<file path="src/rtl/mem_req_arbiter.sv">
// Two-requester (instruction/data) arbiter onto one split-transaction memory port.
// Data wins when unlocked; an unaccepted grant is locked until accepted; responses route by FIFO.
module mem_req_arbiter #(
    parameter int unsigned DEPTH = 4
) (
    input  logic        clk,
    input  logic        resetn,

    input  logic        inst_req_i,
    input  logic        inst_wr_i,
    input  logic [1:0]  inst_size_i,
    input  logic [3:0]  inst_wstrb_i,
    input  logic [31:0] inst_addr_i,
    input  logic [31:0] inst_wdata_i,
    output logic        inst_addr_ok_o,
    output logic        inst_data_ok_o,
    output logic [31:0] inst_rdata_o,

    input  logic        data_req_i,
    input  logic        data_wr_i,
    input  logic [1:0]  data_size_i,
    input  logic [3:0]  data_wstrb_i,
    input  logic [31:0] data_addr_i,
    input  logic [31:0] data_wdata_i,
    output logic        data_addr_ok_o,
    output logic        data_data_ok_o,
    output logic [31:0] data_rdata_o,

    output logic        mem_req_o,
    output logic        mem_wr_o,
    output logic [1:0]  mem_size_o,
    output logic [3:0]  mem_wstrb_o,
    output logic [31:0] mem_addr_o,
    output logic [31:0] mem_wdata_o,
    input  logic        mem_addr_ok_i,
    input  logic        mem_data_ok_i,
    input  logic [31:0] mem_rdata_i
);

    localparam int unsigned PtrW = (DEPTH > 1) ? $clog2(DEPTH) : 1;
    localparam int unsigned CntW = $clog2(DEPTH + 1);
    localparam logic [CntW-1:0] CntFull = CntW'(DEPTH);

    localparam logic SrcInst = 1'b0;
    localparam logic SrcData = 1'b1;

    logic             lock_valid_q, lock_valid_d;
    logic             lock_src_q, lock_src_d;
    logic [DEPTH-1:0] src_fifo_q, src_fifo_d;
    logic [PtrW-1:0]  wr_ptr_q, wr_ptr_d;
    logic [PtrW-1:0]  rd_ptr_q, rd_ptr_d;
    logic [CntW-1:0]  count_q, count_d;

    logic full, empty;
    logic sel;
    logic push, pop;
    logic head_src;

    assign full     = (count_q == CntFull);
    assign empty    = (count_q == '0);
    assign sel      = lock_valid_q ? lock_src_q : data_req_i;
    assign head_src = src_fifo_q[rd_ptr_q];

    // full stalls the request even when a pop frees a slot this cycle
    assign mem_req_o = resetn & ~full & (lock_valid_q | data_req_i | inst_req_i);
    assign push      = mem_req_o & mem_addr_ok_i;
    assign pop       = resetn & mem_data_ok_i & ~empty;

    always_comb begin
        mem_wr_o    = inst_wr_i;
        mem_size_o  = inst_size_i;
        mem_wstrb_o = inst_wstrb_i;
        mem_addr_o  = inst_addr_i;
        mem_wdata_o = inst_wdata_i;
        if (sel == SrcData) begin
            mem_wr_o    = data_wr_i;
            mem_size_o  = data_size_i;
            mem_wstrb_o = data_wstrb_i;
            mem_addr_o  = data_addr_i;
            mem_wdata_o = data_wdata_i;
        end
    end

    assign inst_addr_ok_o = push & (sel == SrcInst);
    assign data_addr_ok_o = push & (sel == SrcData);
    assign inst_data_ok_o = pop & (head_src == SrcInst);
    assign data_data_ok_o = pop & (head_src == SrcData);
    assign inst_rdata_o   = mem_rdata_i;
    assign data_rdata_o   = mem_rdata_i;

    always_comb begin
        lock_valid_d = lock_valid_q;
        lock_src_d   = lock_src_q;
        if (mem_req_o && !mem_addr_ok_i) begin
            lock_valid_d = 1'b1;
            lock_src_d   = sel;
        end else if (push) begin
            lock_valid_d = 1'b0;
        end
    end

    always_comb begin
        src_fifo_d = src_fifo_q;
        wr_ptr_d   = wr_ptr_q;
        rd_ptr_d   = rd_ptr_q;
        count_d    = count_q;
        if (push) begin
            src_fifo_d[wr_ptr_q] = sel;
            wr_ptr_d             = wr_ptr_q + 1'b1;
        end
        if (pop) begin
            rd_ptr_d = rd_ptr_q + 1'b1;
        end
        unique case ({push, pop})
            2'b10:   count_d = count_q + 1'b1;
            2'b01:   count_d = count_q - 1'b1;
            default: count_d = count_q;
        endcase
    end

    always_ff @(posedge clk) begin
        if (!resetn) begin
            lock_valid_q <= 1'b0;
            lock_src_q   <= 1'b0;
            src_fifo_q   <= '0;
            wr_ptr_q     <= '0;
            rd_ptr_q     <= '0;
            count_q      <= '0;
        end else begin
            lock_valid_q <= lock_valid_d;
            lock_src_q   <= lock_src_d;
            src_fifo_q   <= src_fifo_d;
            wr_ptr_q     <= wr_ptr_d;
            rd_ptr_q     <= rd_ptr_d;
            count_q      <= count_d;
        end
    end

endmodule

</file>
<file path="config.mk">
export PLATFORM = sky130hd
export DESIGN_NAME = mem_req_arbiter
export DESIGN_NICKNAME = d
export VERILOG_FILES = /design/src/rtl/mem_req_arbiter.sv
export SDC_FILE = /design/constraint.sdc
export NUM_CORES = 1
export LEC_CHECK = 0
export ABC_AREA = 1
export CAP_MARGIN = 20
export CORE_AREA = 2 2 125 127
export DETAILED_ROUTE_END_ITERATION = 16
export DIE_AREA = 0 0 127 129
export PLACE_DENSITY_LB_ADDON = 0.25
export SLEW_MARGIN = 20
export SYNTH_ARGS = -nofsm -noshare
export SYNTH_HDL_FRONTEND = slang
export SYNTH_SLANG_ARGS = --single-unit
</file>
<file path="constraint.sdc">
create_clock -name clk -period 3.8 [get_ports clk]
set_clock_uncertainty 0.1 [all_clocks]
set_input_delay 0.76 -clock clk [delete_from_list [all_inputs] [get_ports clk]]
set_output_delay 0.76 -clock clk [all_outputs]
set_load 0.01 [all_outputs]
</file>
# == Word-level counts from Yosys, hierarchy flattened ==
# Cells that the tools add are included.
# word_totals
reg_bits,13
out_inout_bits,140
# op_classes
addsub,4
n_lt_le_gt_ge,3
eq_ne,3
muxes,14
bitwise,15
reduce_logical,6
# ops
op,count
two-way mux 32 bit,2
bitwise AND 1 bit,9
less-than comparator 2 x 3 -> 1 bit (second input constant),2
two-way mux 1 bit,6
one-hot mux 3 bit (2 select lines),1
adder 2 x 1 -> 2 bit (second input constant),2
bitwise mux 4 bit,1
two-way mux 4 bit,1
NOT 1 bit,4
nonzero test 2 bit,2
adder 3 x 1 -> 3 bit (second input constant),1
== test 3 bit (second input constant),1
logical NOT 3 bit,1
subtractor 3 x 1 -> 3 bit (second input constant),1
binary-select mux 1 bit (select 2 bit),1
demux 1 bit (select 2 bit),1
== test 2 x 1 -> 1 bit (second input constant),1
== test 2 bit (second input constant),1
>= comparator 2 x 1 -> 1 bit (second input constant),1
logical AND 1 bit,2
two-way mux 2 bit,1
OR 1 bit,2
logical NOT 1 bit,1

# == Logic depth before layout (Yosys ltp) ==
# Gate-level depths: netlist of the first run.
# logic_depth
ltp_word,7
ltp_mapped,12
depth_no_buf,12

# == Least setup slack after synthesis of the first run ==
# OpenSTA, ideal clock, no wires.
# synth_path
path_kind,input -> register
from,input data_req_i
to,register count_q[2]
setup_ns,0.122
arrival_time_ns,2.209
required_time_ns,3.578
setup_slack_ns,1.369
cell_stages,12
n_path_buf,0
cell_sequence,inv_1 > nand2_2 > nor2_1 > nor2_4 > nand2_4 > ha_1 > inv_1 > fa_1 > a21oi_1 > o21ai_0 > o21ai_0 > a21oi_1
# synth_between
elab_chain_cells,6
word_cells_on_any_way,8
cone_classes,eq/ne (2); mux (1); bitwise (4); reduce/logical (1)
# synth_rtl
element,line_no,rtl
start: declaration,19,"input logic data_req_i,"
OR 1 bit (*) (2 in a row),65,assign mem_req_o = resetn & ~full & (lock_valid_q | data_req_i | inst_req_i);
bitwise AND 1 bit (*),65,
via mem_req_o,29,"output logic mem_req_o,"
bitwise AND 1 bit (*),66,assign push = mem_req_o & mem_addr_ok_i;
== test 2 x 1 -> 1 bit or == test 2 bit (tied branches),114,"unique case ({push, pop})"
one-hot mux 3 bit (2 select lines) or nonzero test 2 bit (tied branches),-,
end signal: assignment,135,count_q <= count_d;
end: declaration,52,"logic [CntW-1:0] count_q, count_d;"
# The timed path passes the listed nets; every way through them passes the cells marked *.
# A chain may end at the register's enable or synchronous reset.

# == Final worst setup path of the first run ==
# layout_path
from,input data_req_i
to,output mem_wr_o
# layout_between
elab_chain_cells,2
# layout_rtl
element,line_no,rtl
two-way mux 1 bit,61,assign sel = lock_valid_q ? lock_src_q : data_req_i;
two-way mux 1 bit,75,if (sel == SrcData) begin
end: declaration,30,"output logic mem_wr_o,"
# Every way passes these cells.

==> results of run 1 <==
## critical path, delay by kind of cell
kind / cells / cell delay (ps)
buf+inv: 4 / 1420
compound gates: 1 / 90
simple gates: 3 / 290
## path summary, 6_finish.rpt
path / endpoint / slack [ps] / cells after the start
max: mem_wr_o / 370 / 8
min reg2reg: count_q[0]$_SDFFE_PN0P_ / 390 / 1
max reg2reg: count_q[2]$_SDFFE_PN0P_ / 1650 / 12
min: count_q[0]$_SDFFE_PN0P_ / 390 / 1
## layer usage
metal | up-vias | wire (um) | global-route usage, % | part of all wire, %
met5 | - | 0 | 0 | 0
met1 | 1141 | 3601 | 12.27 | 36
met2 | 162 | 4949 | 19.10 | 50
li1 | 1446 | - | - | -
met3 | 25 | 1149 | 2.869 | 12
met4 | 0 | 255 | 3.685 | 2.6
## flip-flops by register name (all words and copies together) (netlist names)
name	cells
count_q	3
lock_valid_q	1
lock_src_q	1
rd_ptr_q	2
src_fifo_q	4
wr_ptr_q	2
## cell usage after synthesis
| library cell | number | share of area, % |
|---|---|---|
| a21oi_2 | 1 | 0.41 |
| clkbuf_1 | 3 | 0.53 |
| clkinv_1 | 1 | 0.18 |
| nand2_2 | 2 | 0.59 |
| nor2_2 | 1 | 0.29 |
| inv_1 | 16 | 2.8 |
| o22ai_1 | 1 | 0.29 |
| nand3b_1 | 1 | 0.35 |
| nand2_4 | 1 | 0.53 |
| dfxtp_1 | 13 | 12 |
| and2_1 | 1 | 0.29 |
| ha_1 | 5 | 2.9 |
| o21ai_1 | 2 | 0.47 |
| fa_1 | 1 | 0.94 |
| inv_2 | 3 | 0.53 |
| a21oi_1 | 7 | 1.6 |
| nand2_1 | 225 | 40 |
| o21ai_0 | 8 | 1.9 |
| nor2_4 | 1 | 0.53 |
| nor2_1 | 14 | 2.5 |
| buf_4 | 69 | 24 |
| nand4_1 | 8 | 2.3 |
| and3_1 | 1 | 0.29 |
| nand3_1 | 4 | 0.94 |
| o21ai_4 | 1 | 0.76 |
| buf_2 | 9 | 2.1 |
## power by group through the flow
stage               sequential, mW  combinational (mW)  clock (mW)
finish                       0.153               0.564       0.198
CTS                          0.153               0.574       0.206
detailed placement           0.156               0.569           0
floorplan                    0.154               0.274           0
global route                 0.155               0.614       0.207
global placement             0.155               0.570           0
## final cells by class
type                            instances  area [um^2]
Clock buffer                            4        78.83
Fill cell                            1663        10790
Inverter                               20        75.07
Multi-Input combinational cell        285         1227
Sequential cell                        13        260.3
Tap cell                              188        235.2
Timing Repair Buffer                  228         2307
## metrics by stage
stage	setup slack, ps	std cells	utilization, %	hold WS, ps
4_1_cts	302.1	738	27.94	396.0
3_5_place_dp	313.5	734	27.41	385.4
5_1_grt	171.0	738	27.94	433.3
6_report	371.3	738	27.94	390.4
3_3_place_gp	325.5	734	27.41	371.2
2_1_floorplan	1369	399	-	353.8
## cells by family (layout without fill, tap and decap cells)
kind of cell               count (synthesis)  in the layout
buffers and inverters                    101            252
DFF                                       13             13
AOI/OAI and AO/OA                         20             20
and+or+nand+nor                          259            259
adders and majority gates                  6              6
==> results.json, run 1 <==
{
  "status": "finished clean",
  "fin_area_um2": 4184,
  "rsz0062_at_grt": "false",
  "die_w_um": 127,
  "die_h_um": 129,
  "remaining_drc_errors": 0,
  "hp-class": "reg2reg",
  "synth_area_per_cell_um2": 5.356,
  "post_cts_resize_count": 0,
  "wl_um": 9955,
  "mostFrequentLayoutCells": "225 x nand2_1, 223 x clkdlybuf4s50_1, 16 x inv_1",
  "power_frac_comb_pct": 61.6,
  "n_antenna_cell": 0,
  "yosysSeqAreaShare_pct": 12.18,
  "finalPower_mw": 0.9152,
  "cts_setup_buffers": 0,
  "clkPwrFrac_pct": 21.6,
  "critPathLaunchType": "primary input",
  "synthAdderAreaFrac_pct": 3.864,
  "core-area_um2": 14980,
  "via_per_inst": 3.759,
  "via_count": 2774,
  "cellPowerDensity_nw_per_um2": 218.7,
  "slowest_stage": "clkdlybuf4s50_1",
  "synth-simple-area-share_pct": 48.13,
  "min_period_ps": 3429,
  "worstHoldStart": "count_q[0]$_SDFFE_PN0P_",
  "detailedRoute.firstPassIterationCount": 4,
  "required_ps": 2940,
  "dpl_cell_area_um2": 4105,
  "synth.distinct_cells": 26,
  "max_stage_delay_ps": 570,
  "h-tree-depth": 1,
  "synth_seq_cells": 13,
  "clk_pin_slew_ps": 40,
  "cts_tree": "done",
  "maxCapViolCount": 0,
  "final_nets": 737,
  "tns_ps": 0,
  "crit_fanout": 34,
  "pwr-share-seq_pct": 16.8,
  "clock-sinks": 13,
  "antenna_found_initial": 0,
  "synth_top_family_by_area": "simple AND/OR/NAND/NOR gates",
  "r2r-start": "count_q[0]$_SDFFE_PN0P_",
  "io_buffer_count": 223,
  "end_kind": "output port",
  "finalHoldViolations": 0,
  "syn_nets": 585,
  "final_common_cell": "nand2_1",
  "critPathKind": "in2out",
  "num_rows": 45,
  "cp.arrival_ps": 2570,
  "p_leak_nw": 1.902,
  "dpl.hpwl_um": 8316,
  "crit_chain": "clkdlybuf4s50_1, inv_1, nand2_2, o21ai_4, buf_4, nand2_1, nand2_1, clkdlybuf4s50_1",
  "grt_first_pass_wirelength_um": 13880,
  "synthMuxAreaShare_pct": 0,
  "cts-buffers-inserted": 3,
  "p_int_mw": 0.6174,
  "synth_compound_area_share_pct": 5.445,
  "grtUsageTotal_pct": 10.66,
  "irDropWorstVdd_mv": 0.1225,
  "grt_max_degree": 45,
  "maxSlewViolCount": 0,
  "insertion_delay_ps": 240,
  "io_pins": 320,
  "holdBufCountCts": 0,
  "die-area_um2": 16380,
  "start_util_pct": 14.27,
  "timing.final.crit_share_pct": 90.23,
  "area_growth_pct": 95.78,
  "gp_congestion": 0.8198,
  "drive_gt1_share_pct": 3.273,
  "drtAntennaViolNets": 0,
  "slew_headroom_pct": 73.63,
  "clock_tree.root_cell": "clkbuf_16",
  "syn_inst": 399,
  "p_switching_mw": 0.2978,
  "critPathLaunch": "data_req_i",
  "drt_iter0_drc": 128,
  "wire_per_inst_um": 13.49,
  "synthXorXnorAreaFrac_pct": 0,
  "swShare_pct": 32.54,
  "yosysWarningCount": 0,
  "synth_area_um2": 2137,
  "fmax_ghz": 0.2917,
  "grt_overflow_total": 0,
  "finalSetupViolations": 0,
  "cts_buffer_depth": 2,
  "grt_pass1_vias": 2550,
  "tightest_slew_ps": 394.3
}
Power figures use the tool's default switching activity.
==> inputs of run 2 (changes only) <==
--- a/config.mk
+++ b/config.mk
@@ -5,11 +5,10 @@
 export SDC_FILE = /design/constraint.sdc
 export NUM_CORES = 1
 export LEC_CHECK = 0
-export ABC_AREA = 1
 export CAP_MARGIN = 20
-export CORE_AREA = 2 2 125 127
+export CORE_AREA = 2 2 123 125
 export DETAILED_ROUTE_END_ITERATION = 16
-export DIE_AREA = 0 0 127 129
+export DIE_AREA = 0 0 125 127
 export PLACE_DENSITY_LB_ADDON = 0.25
 export SLEW_MARGIN = 20
 export SYNTH_ARGS = -nofsm -noshare
==> run 2 against run 1 <==
Against the previous run: wire length is 15% lower; final area is 0.87% lower; register-to-register slack worse by 290 ps; non-clock buffer count is 1 lower; utilization is 0.82 points higher; die area is 3.1% lower; first-iteration DRC count is 87% lower; synthesized cell count is 44% lower; sequential share of layout area is 0.054 points higher; combinational power is 12% lower; clock-buffer cell count stayed put; sequential power hardly changed.
==> results.json, run 2 <==
{
  "status": "finished clean",
  "min_period_ps": 3597,
  "dpl.hpwl_um": 7282,
  "required_ps": 2940,
  "grt_overflow_total": 0,
  "via_per_inst": 3.772,
  "finalSetupViolations": 0,
  "detailedRoute.firstPassIterationCount": 4,
  "via_count": 2135,
  "mostFrequentLayoutCells": "223 x clkdlybuf4s50_1, 58 x mux2_1, 16 x nand2_1",
  "finalHoldViolations": 0,
  "syn_inst": 224,
  "wire_per_inst_um": 15.02,
  "largest_register_ffs": 4,
  "synth.distinct_cells": 29,
  "synth.largest_area_cell": "mux2_1",
  "cts-buffers-inserted": 3,
  "r2r_slack_ps": 1360,
  "area_growth_pct": 97.44,
  "start_util_pct": 14.56,
  "yosysSeqAreaShare_pct": 12.39,
  "synth_edf_count": 0,
  "synth_most_common_cell": "buf_4",
  "tns_ps": 0,
  "slew_headroom_pct": 71.91,
  "clock_tree.root_cell": "clkbuf_16",
  "synth_area_per_cell_um2": 9.378,
  "grt_max_degree": 41,
  "io_pins": 320,
  "h-tree-depth": 1,
  "timing.final.crit_share_pct": 94.66,
  "synth_commonest_cells": "64 x buf_4, 58 x mux2_1, 16 x nand2_1",
  "core-area_um2": 14420,
  "synth_top_area_share_pct": 31.09,
  "largest_register": "src_fifo_q",
  "fmax_ghz": 0.2780,
  "cts_setup_buffers": 0,
  "remaining_drc_errors": 0,
  "insertion_delay_ps": 240,
  "largestRegisters": "src_fifo_q x4, count_q x3",
  "final_common_cell": "clkdlybuf4s50_1",
  "syn_nets": 410,
  "yosysWarningCount": 0,
  "critPathLaunchType": "primary input",
  "n_antenna_cell": 0,
  "cp.arrival_ps": 2740,
  "die-area_um2": 15880,
  "irDropWorstVdd_mv": 0.1319,
  "post_cts_resize_count": 0,
  "gp_congestion": 0.7281,
  "num_rows": 44,
  "synth_area_um2": 2101,
  "placed_cells": 562,
  "grt_pass1_vias": 2221,
  "hp-class": "reg2reg",
  "finalNonFillerCells": 566,
  "final_nets": 569,
  "grt_first_pass_wirelength_um": 12470,
  "die_h_um": 127,
  "drt_iter0_drc": 17,
  "critPathKind": "in2out",
  "synthArstFlopShare_pct": 0,
  "holdBufCountCts": 0,
  "cts_buffer_depth": 2,
  "drive_gt1_share_pct": 6.806,
  "clock-sinks": 13,
  "antenna_found_initial": 0,
  "maxCapViolCount": 0,
  "maxSlewViolCount": 0,
  "end_kind": "output port",
  "io_buffer_count": 223,
  "cts_tree": "done",
  "crit_fanout": 40,
  "drtAntennaViolNets": 0,
  "synth_seq_cells": 13,
  "ys.flop_type": "dfxtp_1",
  "p_leak_nw": 1.522,
  "hold_ws_ps": 360.0,
  "die_w_um": 125,
  "tightest_slew_ps": 420.9,
  "synthTopCellsByArea": "mux2_1 31%, buf_4 23%, dfxtp_1 12%",
  "wl_um": 8503,
  "grtUsageTotal_pct": 9.837,
  "rsz0062_at_grt": "false",
  "cellPowerDensity_nw_per_um2": 205.8,
  "clk_pin_slew_ps": 40
}
-- run 2: cell types whose count changed after synthesis, moves of 7 or more --
cell / previous run / this run
nand2_1: 225 / 16
inv_1: 16 / 6
mux2i_1: 0 / 9
mux2_1: 0 / 58
mux2_2: 0 / 13
nor2_1: 14 / 5
nand4_1: 8 / 0
buf_2: 9 / 2
o21ai_0: 8 / 1
-- run 2: critical path, cell delays in order --
cell and delay (ps):
clkdlybuf4s50_1 470, mux2i_4 270, buf_12 260, mux2_1 400, clkdlybuf4s50_1 540
-- run 2: final cells by class --
class,count,area (um^2)
Timing Repair Buffer,227,2287
Tap cell,184,230.2
Clock buffer,4,78.83
Inverter,6,22.52
Sequential cell,13,260.3
Multi-Input combinational cell,132,1269
Fill cell,1513,10280
-- run 2: routing by layer --
layer / global-route usage (%) / share of wire, % / up-vias / wire length (um)
li1: - / - / 1017 / -
met1: 11.69 / 39 / 963 / 3316
met2: 16.56 / 49 / 148 / 4127
met3: 4.271 / 12 / 7 / 1000
met4: 2.092 / 0.68 / 0 / 58
met5: 0 / 0 / - / 0
-- run 2: path summary, 6_finish.rpt --
| kind | start | end | cells after the start |
|---|---|---|---|
| min reg2reg | src_fifo_q[0]$_SDFFE_PN0P_ | src_fifo_q[0]$_SDFFE_PN0P_ | 2 |
| max | data_req_i | mem_wstrb_o[1] | 5 |
| min | src_fifo_q[0]$_SDFFE_PN0P_ | src_fifo_q[0]$_SDFFE_PN0P_ | 2 |
| max reg2reg | count_q[0]$_SDFFE_PN0P_ | count_q[2]$_SDFFE_PN0P_ | 8 |
-- run 2: logic make-up after synthesis --
logic type	synth area share, %
compound gates	1.548
xor+xnor	1.251
buf+inv	27.81
mux	43.42
fa+ha+maj	3.931
flops	12.39
simple gates	9.649
-- run 2: stage by stage --
step / cell area [um^2] / power (mW) / utilization, % / setup slack [ps]
after floorplan: 2101 / 0.4073 / - / 1132
after global placement: 4069 / 0.6591 / 28.21 / 197.2
after detailed placement: 4069 / 0.6629 / 28.21 / 183.4
after CTS: 4148 / 0.8686 / 28.76 / 176.3
after global routing: 4148 / 0.9070 / 28.76 / 100.6
final: 4148 / 0.8538 / 28.76 / 202.9
-- run 2: where the power goes --
| part | internal [mW] | switching [mW] | leakage [nW] |
|---|---|---|---|
| logic | 0.333 | 0.166 | 1.38 |
| registers | 0.146 | 0.0105 | 0.106 |
| clock network | 0.141 | 0.0569 | 0.0382 |
| total | 0.620 | 0.234 | 1.52 |
==> inputs of run 3 (changes only) <==
--- a/config.mk
+++ b/config.mk
@@ -6,10 +6,11 @@
 export NUM_CORES = 1
 export LEC_CHECK = 0
 export CAP_MARGIN = 20
-export CORE_AREA = 2 2 123 125
+export CORE_AREA = 4 4 122 124
 export DETAILED_ROUTE_END_ITERATION = 16
-export DIE_AREA = 0 0 125 127
+export DIE_AREA = 0 0 126 128
 export PLACE_DENSITY_LB_ADDON = 0.25
+export REMOVE_ABC_BUFFERS = 1
 export SLEW_MARGIN = 20
 export SYNTH_ARGS = -nofsm -noshare
 export SYNTH_HDL_FRONTEND = slang
==> run 3 against run 2 <==
Against the previous run: critical path depth unchanged; wire length is 140% higher; sequential share of layout area barely moved; power increased by 5.2%; worst hold slack improved by 1.9 ps; final area is 0.24% lower; highest routed layer is now met5; critical endpoint is now mem_addr_o[8]; flip-flop and latch count did not move; via count up 8.2%; sequential power hardly changed; clock-buffer cell count did not move.
==> results.json, run 3 (synthesized netlist as in run 2, its figures left out) <==
{
  "status": "finished clean",
  "drtAntennaViolNets": 0,
  "num_rows": 43,
  "post_cts_resize_count": 0,
  "hp-class": "reg2reg",
  "finalSetupViolations": 0,
  "clock-sinks": 13,
  "gp_congestion": 0.8966,
  "fill_cells": 1444,
  "grt_overflow_total": 0,
  "critPathLaunchType": "primary input",
  "via_count": 2310,
  "holdBufCountCts": 0,
  "critPathBufInv": 3,
  "wl_um": 20530,
  "grtUsageTotal_pct": 24.21,
  "core-area_um2": 13770,
  "max_stage_delay_ps": 590,
  "drive_gt1_share_pct": 6.562,
  "cts_buffer_depth": 2,
  "cts-buffers-inserted": 3,
  "crit_fanout": 30,
  "cts_setup_buffers": 0,
  "clock_tree.root_cell": "clkbuf_16",
  "via_per_inst": 4.110,
  "maxSlewViolCount": 0,
  "wire_per_inst_um": 36.52,
  "tightest_slew_ps": 642.8,
  "end_kind": "output port",
  "io_buffer_count": 223,
  "area_growth_pct": 96.96,
  "drt_iter0_drc": 67,
  "dpl.hpwl_um": 18830,
  "crit_family": "buffers and inverters",
  "p_leak_nw": 1.517,
  "largest_register": "src_fifo_q",
  "grt_max_degree": 45,
  "antenna_found_initial": 5,
  "finalHoldViolations": 0,
  "critPathLaunch": "data_req_i",
  "final_nets": 568,
  "r2r-start": "lock_valid_q$_SDFFE_PN0P_",
  "h-tree-depth": 1,
  "mostFrequentLayoutCells": "223 x clkdlybuf4s50_1, 58 x mux2_1, 16 x nand2_1",
  "remaining_drc_errors": 0,
  "min_period_ps": 3602,
  "irDropWorstVdd_mv": 0.1199,
  "cellPowerDensity_nw_per_um2": 217.1,
  "cp.arrival_ps": 2740,
  "finalPower_mw": 0.8981,
  "rsz0062_at_grt": "false",
  "io_pins": 320,
  "detailedRoute.firstPassIterationCount": 4,
  "clk_pin_slew_ps": 40,
  "crit_chain": "clkdlybuf4s50_1, mux2i_4, buf_12, mux2_1, clkdlybuf4s50_1",
  "largest_register_ffs": 4,
  "worstHoldStart": "src_fifo_q[3]$_SDFFE_PN0P_",
  "insertion_delay_ps": 240,
  "die-area_um2": 16130,
  "start_util_pct": 15.25,
  "fmax_ghz": 0.2776,
  "maxCapViolCount": 0,
  "timing.final.crit_share_pct": 94.79,
  "final_common_cell": "clkdlybuf4s50_1",
  "slew_headroom_pct": 56.92,
  "utilization_pct": 30.04,
  "critPathKind": "in2out",
  "crit_top_cell": "clkdlybuf4s50_1",
  "required_ps": 2940,
  "grt_first_pass_wirelength_um": 25730,
  "grt_pass1_vias": 2550,
  "largestRegisters": "src_fifo_q x4, count_q x3",
  "cts_tree": "done",
  "die_h_um": 128,
  "die_w_um": 126,
  "slowest_stage": "clkdlybuf4s50_1"
}
[run 3: cell types whose count changed in the layout (fill, tap and decap cells not counted), sizes merged]
| cell | previous run | this run |
|---|---|---|
| buf | 4 | 3 |
| diode | 0 | 1 |
[run 3: path summary, 6_finish.rpt]
kind / slack, ps / to / cells after the start
setup / recovery: 200 / mem_addr_o[8] / 5
hold / removal: 360 / src_fifo_q[3]$_SDFFE_PN0P_ / 2
setup reg to reg: 1220 / count_q[2]$_SDFFE_PN0P_ / 8
hold reg to reg: 360 / src_fifo_q[3]$_SDFFE_PN0P_ / 2
[run 3: per-layer routing]
metal / vias to the layer above / part of all wire, % / global-route usage (%)
met1: 1021 / 40 / 28.29
met5: - / 0.57 / 4.954
met3: 14 / 17 / 19.21
li1: 1020 / - / -
met4: 8 / 0.77 / 1.956
met2: 247 / 42 / 35.87
[run 3: where the power goes]
part | switching [mW] | total (mW) | internal (mW) | leakage, nW
registers | 0.00998 | 0.156 | 0.146 | 0.106
clock network | 0.0588 | 0.200 | 0.142 | 0.0382
logic | 0.209 | 0.542 | 0.333 | 1.37
total | 0.277 | 0.898 | 0.621 | 1.52
[run 3: final cells by class]
cell class | instances | area (um^2) | share of cell area [%]
Tap cell | 180 | 225.2 | 5.443
Multi-Input combinational cell | 132 | 1269 | 30.66
Inverter | 6 | 22.52 | 0.5443
Timing Repair Buffer | 226 | 2280 | 55.10
Clock buffer | 4 | 78.83 | 1.905
Antenna cell | 1 | 2.502 | 0.06048
Sequential cell | 13 | 260.3 | 6.290
[run 3: through the flow]
stage               hold slack [ps]  cell area [um^2]  instances  worst slack (ps)  TNS, ps
floorplan                     331.5              1539        151             -2216  -154820
global placement              348.4              4056        557             199.1        0
detailed placement            356.6              4056        557             199.4        0
CTS                           362.8              4135        561             191.7        0
global route                  402.2              4135        561             121.1        0
finish                        361.9              4138        562             198.1        0
[run 3: tightest hold or removal path, cell delays in order (launching register included)]
cell and delay [ps]:
dfxtp_1 310, nand2_1 50, mux2i_1 50
